===== src/rtl/sa_ctrl_nxn.sv =====
`default_nettype none
// ============================================================================
// Module      : sa_ctrl_nxn
// Description : Control unit for an NxN output-stationary systolic array of
//               MAC PEs. Generates operand-buffer write addresses for a
//               2*N*N byte host load (N*N weights, then N*N inputs).
//               It sequences skewed operand selects into the array edge and
//               pulses clear at compute start. It then snapshots the N*N
//               accumulators and streams them to the host one byte at a
//               time over a valid/ready handshake.
// Ports       : clk, rst         - clock, synchronous active-high reset
//               i_load_en        - host operand byte strobe
//               i_c_flat         - accumulators, PE(i,j) at [(i*N+j)*AW +: AW]
//               i_out_ready      - host accepts o_out_byte
//               o_mem_addr/o_mem_we - operand buffer write port
//               o_clear, o_pe_en - array clear pulse / advance enable
//               o_a_sel, o_b_sel - per-slot operand selects (code N = zero)
//               o_out_byte/o_out_valid - result byte stream
//               o_busy, o_done, o_load_err - status
// Revision    : 1.0 - initial release
// ============================================================================
module sa_ctrl_nxn #(
    parameter int N    = 2,
    parameter int AW   = 16,
    parameter int SELW = $clog2(N + 1)
) (
    input  logic                       clk,
    input  logic                       rst,
    input  logic                       i_load_en,
    input  logic [N*N*AW-1:0]          i_c_flat,
    input  logic                       i_out_ready,
    output logic [$clog2(2*N*N)-1:0]   o_mem_addr,
    output logic                       o_mem_we,
    output logic                       o_clear,
    output logic                       o_pe_en,
    output logic [N*SELW-1:0]          o_a_sel,
    output logic [N*SELW-1:0]          o_b_sel,
    output logic [7:0]                 o_out_byte,
    output logic                       o_out_valid,
    output logic                       o_busy,
    output logic                       o_done,
    output logic                       o_load_err
);

    localparam int c_MAW    = $clog2(2 * N * N);
    localparam int c_BPP    = AW / 8;            // bytes per accumulator
    localparam int c_NBYTES = N * N * c_BPP;     // bytes in one result stream
    localparam int c_BW     = $clog2(c_NBYTES);
    localparam int c_KW     = $clog2(3 * N);     // holds 0 .. 3N-2

    localparam logic [c_MAW-1:0] c_LAST_ADDR = c_MAW'(2 * N * N - 1);
    localparam logic [c_KW-1:0]  c_LAST_STEP = c_KW'(3 * N - 3);
    localparam logic [c_KW-1:0]  c_SNAP_STEP = c_KW'(3 * N - 2);
    localparam logic [c_BW-1:0]  c_LAST_BYTE = c_BW'(c_NBYTES - 1);
    localparam logic [SELW-1:0]  c_SEL_ZERO  = SELW'(N);

    typedef enum logic [1:0] {
        S_IDLE    = 2'd0,
        S_LOAD    = 2'd1,
        S_COMPUTE = 2'd2,
        S_OUTPUT  = 2'd3
    } state_t;

    state_t              r_state;
    state_t              w_state_nxt;
    logic [c_MAW-1:0]    r_addr;
    logic [c_KW-1:0]     r_k;
    logic [c_BW-1:0]     r_b;
    logic [N*SELW-1:0]   r_sel;
    logic [N*N*AW-1:0]   r_snap;
    logic                r_done;
    logic                r_err;

    logic                w_start;    // last operand byte written this cycle
    logic                w_snap;     // compute finished, capture accumulators
    logic                w_xfer;     // output byte accepted by host
    logic [c_KW-1:0]     w_k_nxt;
    logic [N*SELW-1:0]   w_sel_nxt;
    logic [7:0]          w_bytes [c_NBYTES];

    // ------------------------------------------------------------------
    // State register
    // ------------------------------------------------------------------
    always_ff @(posedge clk) begin
        if (rst) begin
            r_state <= S_IDLE;
        end else begin
            r_state <= w_state_nxt;
        end
    end

    // ------------------------------------------------------------------
    // Next state and combinational outputs
    // ------------------------------------------------------------------
    always_comb begin
        w_state_nxt = r_state;
        o_mem_we    = 1'b0;
        o_clear     = 1'b0;
        o_pe_en     = 1'b0;
        o_out_valid = 1'b0;
        w_start     = 1'b0;
        w_snap      = 1'b0;
        w_xfer      = 1'b0;
        case (r_state)
            S_IDLE: begin
                if (i_load_en) begin
                    o_mem_we    = 1'b1;
                    w_state_nxt = S_LOAD;
                end
            end
            S_LOAD: begin
                if (i_load_en) begin
                    o_mem_we = 1'b1;
                    if (r_addr == c_LAST_ADDR) begin
                        w_start     = 1'b1;
                        w_state_nxt = S_COMPUTE;
                    end
                end
            end
            S_COMPUTE: begin
                o_clear = (r_k == '0);
                o_pe_en = (r_k <= c_LAST_STEP);
                if (r_k == c_SNAP_STEP) begin
                    w_snap      = 1'b1;
                    w_state_nxt = S_OUTPUT;
                end
            end
            S_OUTPUT: begin
                o_out_valid = 1'b1;
                w_xfer      = i_out_ready;
                if (i_out_ready && (r_b == c_LAST_BYTE)) begin
                    w_state_nxt = S_IDLE;
                end
            end
            default: begin
                w_state_nxt = S_IDLE;
            end
        endcase
    end

    // ------------------------------------------------------------------
    // Skewed select generation. Selects are registered, so they are
    // computed from the step index of the following cycle.
    // ------------------------------------------------------------------
    assign w_k_nxt = w_start ? '0 : (r_k + 1'b1);

    generate
        for (genvar gi = 0; gi < N; gi++) begin : g_sel
            assign w_sel_nxt[gi*SELW +: SELW] =
                ((int'(w_k_nxt) >= gi) && ((int'(w_k_nxt) - gi) < N))
                    ? SELW'(int'(w_k_nxt) - gi) : c_SEL_ZERO;
        end
    endgenerate

    // ------------------------------------------------------------------
    // Counters, selects and status flags
    // ------------------------------------------------------------------
    always_ff @(posedge clk) begin
        if (rst) begin
            r_addr <= '0;
            r_k    <= '0;
            r_b    <= '0;
            r_sel  <= {N{c_SEL_ZERO}};
            r_done <= 1'b0;
            r_err  <= 1'b0;
        end else begin
            r_done <= 1'b0;

            if (o_mem_we) begin
                r_addr <= (r_addr == c_LAST_ADDR) ? '0 : (r_addr + 1'b1);
            end

            if (w_start) begin
                r_k   <= '0;
                r_sel <= w_sel_nxt;
            end else if (r_state == S_COMPUTE) begin
                if (w_snap) begin
                    r_k   <= '0;
                    r_sel <= {N{c_SEL_ZERO}};
                end else begin
                    // At the last step w_sel_nxt is already all-zero codes.
                    r_k   <= w_k_nxt;
                    r_sel <= w_sel_nxt;
                end
            end

            if (w_xfer) begin
                if (r_b == c_LAST_BYTE) begin
                    r_b    <= '0;
                    r_done <= 1'b1;
                end else begin
                    r_b <= r_b + 1'b1;
                end
            end

            if (i_load_en && ((r_state == S_COMPUTE) || (r_state == S_OUTPUT))) begin
                r_err <= 1'b1;
            end
        end
    end

    // Snapshot is free of reset: its contents only matter in OUTPUT,
    // which is always preceded by a capture.
    always_ff @(posedge clk) begin
        if (w_snap) begin
            r_snap <= i_c_flat;
        end
    end

    // ------------------------------------------------------------------
    // Byte stream order: PE row-major, MSB byte first within a PE
    // ------------------------------------------------------------------
    generate
        for (genvar gp = 0; gp < N * N; gp++) begin : g_pe
            for (genvar gq = 0; gq < c_BPP; gq++) begin : g_byte
                assign w_bytes[gp*c_BPP + gq] = r_snap[gp*AW + (c_BPP-1-gq)*8 +: 8];
            end
        end
    endgenerate

    assign o_out_byte = (r_state == S_OUTPUT) ? w_bytes[r_b] : 8'h00;
    assign o_mem_addr = r_addr;
    // Square array: row and column skews coincide.
    assign o_a_sel    = r_sel;
    assign o_b_sel    = r_sel;
    assign o_busy     = (r_state != S_IDLE);
    assign o_done     = r_done;
    assign o_load_err = r_err;

endmodule
`default_nettype wire


===== config.mk =====
export PLATFORM = sky130hd
export DESIGN_NAME = sa_ctrl_nxn
export DESIGN_NICKNAME = d
export VERILOG_FILES = /design/src/rtl/sa_ctrl_nxn.sv
export SDC_FILE = /design/constraint.sdc
export NUM_CORES = 1
export LEC_CHECK = 0
export CORE_UTILIZATION = 40
export CTS_CLUSTER_DIAMETER = 150
export DETAILED_ROUTE_END_ITERATION = 8
export PLACE_DENSITY = 0.74
export SYNTH_ARGS = -nofsm -noshare
export SYNTH_HDL_FRONTEND = slang
export SYNTH_SLANG_ARGS = --single-unit

===== constraint.sdc =====
create_clock -name clk -period 3.9 [get_ports clk]
set_clock_uncertainty 0.2 [all_clocks]
set_input_delay 0.39 -clock clk [delete_from_list [all_inputs] [get_ports clk]]
set_output_delay 0.39 -clock clk [all_outputs]
set_load 0.1 [all_outputs]

==> impl_metrics.toml, run 1 <==
[run]
maxCapViolations = 0

[power]
power_density_nw_per_um2 = 554
p_leak_uw = 0.00161
ir_worst_vdd_uv = 220

[yosys]
syn_inst = 209
synth_seq_cells = 81
syn_nets = 290
ys_seq_area_share_pct = 65.8
synth-edff-count = 64
synthArstFlopShare_pct = 0
syn_area_um2 = 3440
synth_ff_type = "edfxtp_1"
synthDistinctLibCells = 40
yosys_warnings = 0
avgSynthCellArea_um2 = 16.5

[status]
outcome = "finished clean"

[floorplanning]
initial_core_util_pct = 41.7
pin_count = 94
die_area_um2 = 8970
die_w_um = 94.7
rows = 33
die_h_um = 94.7
core-area_um2 = 8260

[global_routing]
grt_max_degree = 28
global_route.overflow_total = 0
grt_pass1_wl_um = 9910
grt_pass1_vias = 2066
track_usage_pct = 15.0
antenna_found_initial = 0

[clock_network]
clockBufferDepth = 2
cts_setup_buffers = 0
cts_resized = 0
clk_latency_ps = 340
cts_sinks = 81
cts_htree_levels = 3
clk_pin_slew_ps = 90
cts_tree = "yes"
cts_made_buffers = 9
cts_root_buffer = "clkbuf_8"
cts_hold_buf = 0

[final_layout]
fillers = 685
area_growth_pct = 34.3
nNetsFinal = 385
fin_util_pct = 55.9
diodes = 0
stdcell_area_um2 = 4620
drive_gt1_share_pct = 13.3

[critical_path]
setup.worst_path.class = "reg -> out"
worst_ep_arrival_time_ps = 2500
worst_setup_path_start_kind = "flop"
crit_path_end_kind = "primary output"
cp_max_fo = 13
required_ps = 3310

[placed_design]
placed_area_um2 = 4420
io_buffers = 93
hpwl_um = 4390
gp_congestion = 0.796
dp_slack_ps = 1150

[sta]
hold_viol = 0
fin_tns_setup_ps = 0
drv_slew = 0
setup_violations = 0
max_slew_margin_pct = 34.2
min_period_ps = 3090
rsz0062_at_grt = "no"
tightest_slew_ps = 983
max_freq_mhz = 324
worst_slack_ps = 811
post-route-period-util_pct = 79.2

[route]
drt_first_pass_iters = 4
dr_total_vias = 2086
routedWlPerCell_um = 15.0
ant_nets = 0
drc = 0
vias_per_cell = 5.04
drtIter0Drc = 91
routed_wl_um = 6220

[hold_path]
hp-class = "reg -> reg"
## cell usage after synthesis (3+ instances only)
master,n,area share [%]
edfxtp_1,64,56
dfxtp_1,17,9.9
a21oi_1,13,1.9
ha_1,13,4.7
nor2_1,12,1.3
inv_1,10,1.1
a22o_1,8,2.0
mux4_1,8,6.1
mux4_2,8,5.2
nand2_1,6,0.65
buf_4,4,0.87
nor3b_1,4,0.87
nand2b_1,3,0.55
nand3_1,3,0.44
nor3_1,3,0.44
## registers in the layout (all words and copies together), names as in the netlist
name        count
r_b             3
o_mem_addr      3
r_snap         64
r_state         2
o_load_err      1
o_done          1
r_k             3
o_a_sel         4
## worst max-delay path: stages (launching register included)
cell and delay [ps]:
dfxtp_1 350, inv_1 90, ha_1 380, and3_1 210, clkdlybuf4s50_1 1120
## per-stage QoR
stage | total power, uW | instances | hold WS [ps]
after floorplan | 1750 | 209 | 262
after global placement | 1950 | 398 | 243
after detailed placement | 1970 | 398 | 257
after CTS | 2590 | 414 | 269
after global routing | 2680 | 414 | 294
final | 2560 | 414 | 262
## cells in the final DEF, fill, tap and decap left out, types with 2 or more instances in the layout
cell type / n
mux4_2: 8
edfxtp_1: 64
inv_6: 2
clkbuf_8: 9
a22o_1: 8
nor2b_1: 2
nand2_1: 6
a2bb2oi_1: 2
o21ai_0: 2
buf_4: 12
dfxtp_1: 17
nand3_1: 3
clkinvlp_4: 4
nor2_1: 12
a21oi_1: 13
clkdlybuf4s50_1: 84
nor3_1: 3
nand2b_1: 3
mux4_1: 8
ha_1: 13
inv_1: 10
nor3b_1: 4
mux2i_1: 2
## layer usage
layer,share of wire (%),GRT usage (%),vias to the layer above
met1,43,18.4,1003
met5,0,0,-
met3,8.1,6.20,7
met4,0.93,4.17,0
met2,48,24.4,76
li1,-,-,1000
## power breakdown
part	internal (uW)	switching (uW)
combinational	301	644
clock	300	317
sequential	964	32.7
## worst paths after layout
kind / from / end / slack (ps) / cells after the start
min reg2reg: o_load_err / o_load_err / 260 / 2
max: r_state[0] / o_clear / 810 / 4
max reg2reg: r_b[1] / r_state[1] / 1360 / 6
min: o_load_err / o_load_err / 260 / 2
## cell families (layout without fill, tap and decap cells)
kind of cell	count (synthesis)	count (layout)	share of synthesized area, %
xor gates and xnor gates	1	1	0.255
buffers and inverters	22	122	3.60
muxes	18	18	11.9
and+or+nand+nor	41	41	6.29
DFF	81	81	65.8
adders and majority gates	13	13	4.73
AOI/OAI and AO/OA	33	33	7.42
## cell type report
| class | count | area [um2] | area share [%] |
|---|---|---|---|
| repair buffers | 96 | 931 | 20.2 |
| well taps | 105 | 131 | 2.84 |
| multi-input cells | 106 | 1050 | 22.8 |
| clock inverters | 7 | 77.6 | 1.68 |
| clock buffers | 9 | 124 | 2.68 |
| inverters | 10 | 37.5 | 0.813 |
| flip-flops and latches | 81 | 2260 | 49.0 |
(Power assumes the default switching activity.)
==> run 2, diff against run 1 <==
--- a/config.mk
+++ b/config.mk
@@ -8,7 +8,7 @@
 export CORE_UTILIZATION = 40
 export CTS_CLUSTER_DIAMETER = 150
 export DETAILED_ROUTE_END_ITERATION = 8
-export PLACE_DENSITY = 0.74
+export PLACE_DENSITY = 0.77
 export SYNTH_ARGS = -nofsm -noshare
 export SYNTH_HDL_FRONTEND = slang
 export SYNTH_SLANG_ARGS = --single-unit
==> constraint.sdc (replaced) <==
create_clock -name clk -period 2.6 [get_ports clk]
set_clock_uncertainty 0.2 [all_clocks]
set_input_delay 0.26 -clock clk [delete_from_list [all_inputs] [get_ports clk]]
set_output_delay 0.26 -clock clk [all_outputs]
set_load 0.1 [all_outputs]
==> run 2 against run 1 <==
  * Clock-buffer cell count up 1
  * Core utilization up 1.2 points
  * Flip-flop and latch count unchanged
  * Final cell count is 0.72% higher
  * Power up 48%
  * Global-route usage is 0.85 points higher
  * Worst hold slack worse by 5.6 ps
  * Highest routed layer unchanged
  * Non-clock buffer count rose by 3
  * Routed wire length is 4.8% higher
==> impl_metrics.toml, run 2 (synthesis results as in run 1) <==
[critical_path]
crit_start = "r_b[0]"
worst_ep_arrival_time_ps = 2030
reg2reg_from = "o_mem_addr[0]"
required_ps = 2140
rrSetupSlack_ps = 280
worst_setup_path_start_kind = "flop"
setup.worst_path.class = "reg -> out"
cp_max_fo = 15
crit_path_end_kind = "primary output"

[sta]
drv_slew = 0
max_slew_margin_pct = 66.1
post-route-period-util_pct = 95.6
min_period_ps = 2490
hold_viol = 0
rsz0062_at_grt = "no"
fin_tns_setup_ps = 0
setup_violations = 0
max_freq_mhz = 402
tightest_slew_ps = 507

[global_routing]
global_route.overflow_total = 0
track_usage_pct = 15.9
antenna_found_initial = 0
grt_pass1_vias = 2186
grt_pass1_wl_um = 10500
grt_max_degree = 65

[placed_design]
hpwl_um = 4650
gp_congestion = 0.778
io_buffers = 93
placed_area_um2 = 4540

[route]
drt_first_pass_iters = 4
dr_total_vias = 2099
vias_per_cell = 5.03
ant_nets = 0
drtIter0Drc = 68
routedWlPerCell_um = 15.6
drc = 0
routed_wl_um = 6520

[final_layout]
nNetsFinal = 388
largest_register = "r_snap"
final_cell_mix = "clkdlybuf4s50_1, edfxtp_1, buf_4"
drive_gt1_share_pct = 23.1
diodes = 0
final_common_cell = "clkdlybuf4s50_1"
fillers = 651
multi_input_area_um2 = 1070
seq_area_um2 = 2270
stdcell_area_um2 = 4720
area_growth_pct = 37.1
largest_reg_flops = 64

[power]
power_density_nw_per_um2 = 806
ir_worst_vdd_uv = 329
power_uw = 3800
p_leak_uw = 0.00168

[floorplanning]
initial_core_util_pct = 41.7
core-area_um2 = 8260
rows = 33
pin_count = 94
die_w_um = 94.7
die_h_um = 94.7
die_area_um2 = 8970

[hold_path]
hp-class = "reg -> reg"
holdCritStartpoint = "o_load_err"

[clock_network]
cts_setup_buffers = 0
cts_root_buffer = "clkbuf_8"
clockBufferDepth = 2
cts_made_buffers = 9
cts_resized = 0
cts_htree_levels = 3
cts_tree = "yes"
cts_hold_buf = 0
cts_sinks = 81
clk_latency_ps = 340
clk_pin_slew_ps = 80

[status]
outcome = "finished clean"

[run]
maxCapViolations = 0
## run 2: changes by cell type in the layout (fill, tap and decap cells not counted), moves of 8 or more
| cell | before | now |
|---|---|---|
| buf_4 | 12 | 22 |
| a22o_1 | 8 | 0 |
| buf_12 | 0 | 10 |
| a22o_2 | 0 | 8 |
| clkdlybuf4s50_1 | 84 | 67 |
## run 2: where the power goes
part           switching [uW]  leakage [uW]  internal, uW  total, uW
registers                50.6      0.000714          1450       1500
logic                     991      0.000880           482       1470
clock network             468     0.0000839           359        827
total                    1510       0.00168          2290       3800
## run 2: metal layers
layer	GRT usage [%]	part of all wire [%]
met3	6.28	7.9
met4	5.18	1.3
met2	26.9	50
met1	18.3	41
met5	0	0
## run 2: final timing paths
| kind | cells past startpoint | to |
|---|---|---|
| max | 4 | o_out_byte[3] |
| min | 2 | o_load_err |
| max reg2reg | 9 | o_a_sel[2] |
| min reg2reg | 2 | o_load_err |
## run 2: per-stage QoR
stage / hold WS (ps) / util (%) / instances / worst slack [ps]
6_report: 256 / 57.1 / 417 / 113
5_1_grt: 242 / 57.1 / 417 / 22.5
4_1_cts: 250 / 57.1 / 417 / 93.6
3_5_place_dp: 247 / 55.0 / 401 / 219
3_3_place_gp: 242 / 55.0 / 401 / 330
2_1_floorplan: 136 / - / 209 / 116
## run 2: area by class of cell
class / count / share of cell area [%]
Clock buffer: 10 / 2.71
Clock inverter: 6 / 1.06
Timing Repair Buffer: 99 / 22.0
Multi-Input combinational cell: 106 / 22.6
Inverter: 10 / 0.796
Sequential cell: 81 / 48.0
Tap cell: 105 / 2.79
## run 2: critical path, stage by stage (launching register included)
cell and delay (ps):
dfxtp_1 330, buf_4 270, mux4_1 600, a22o_2 310, buf_12 170
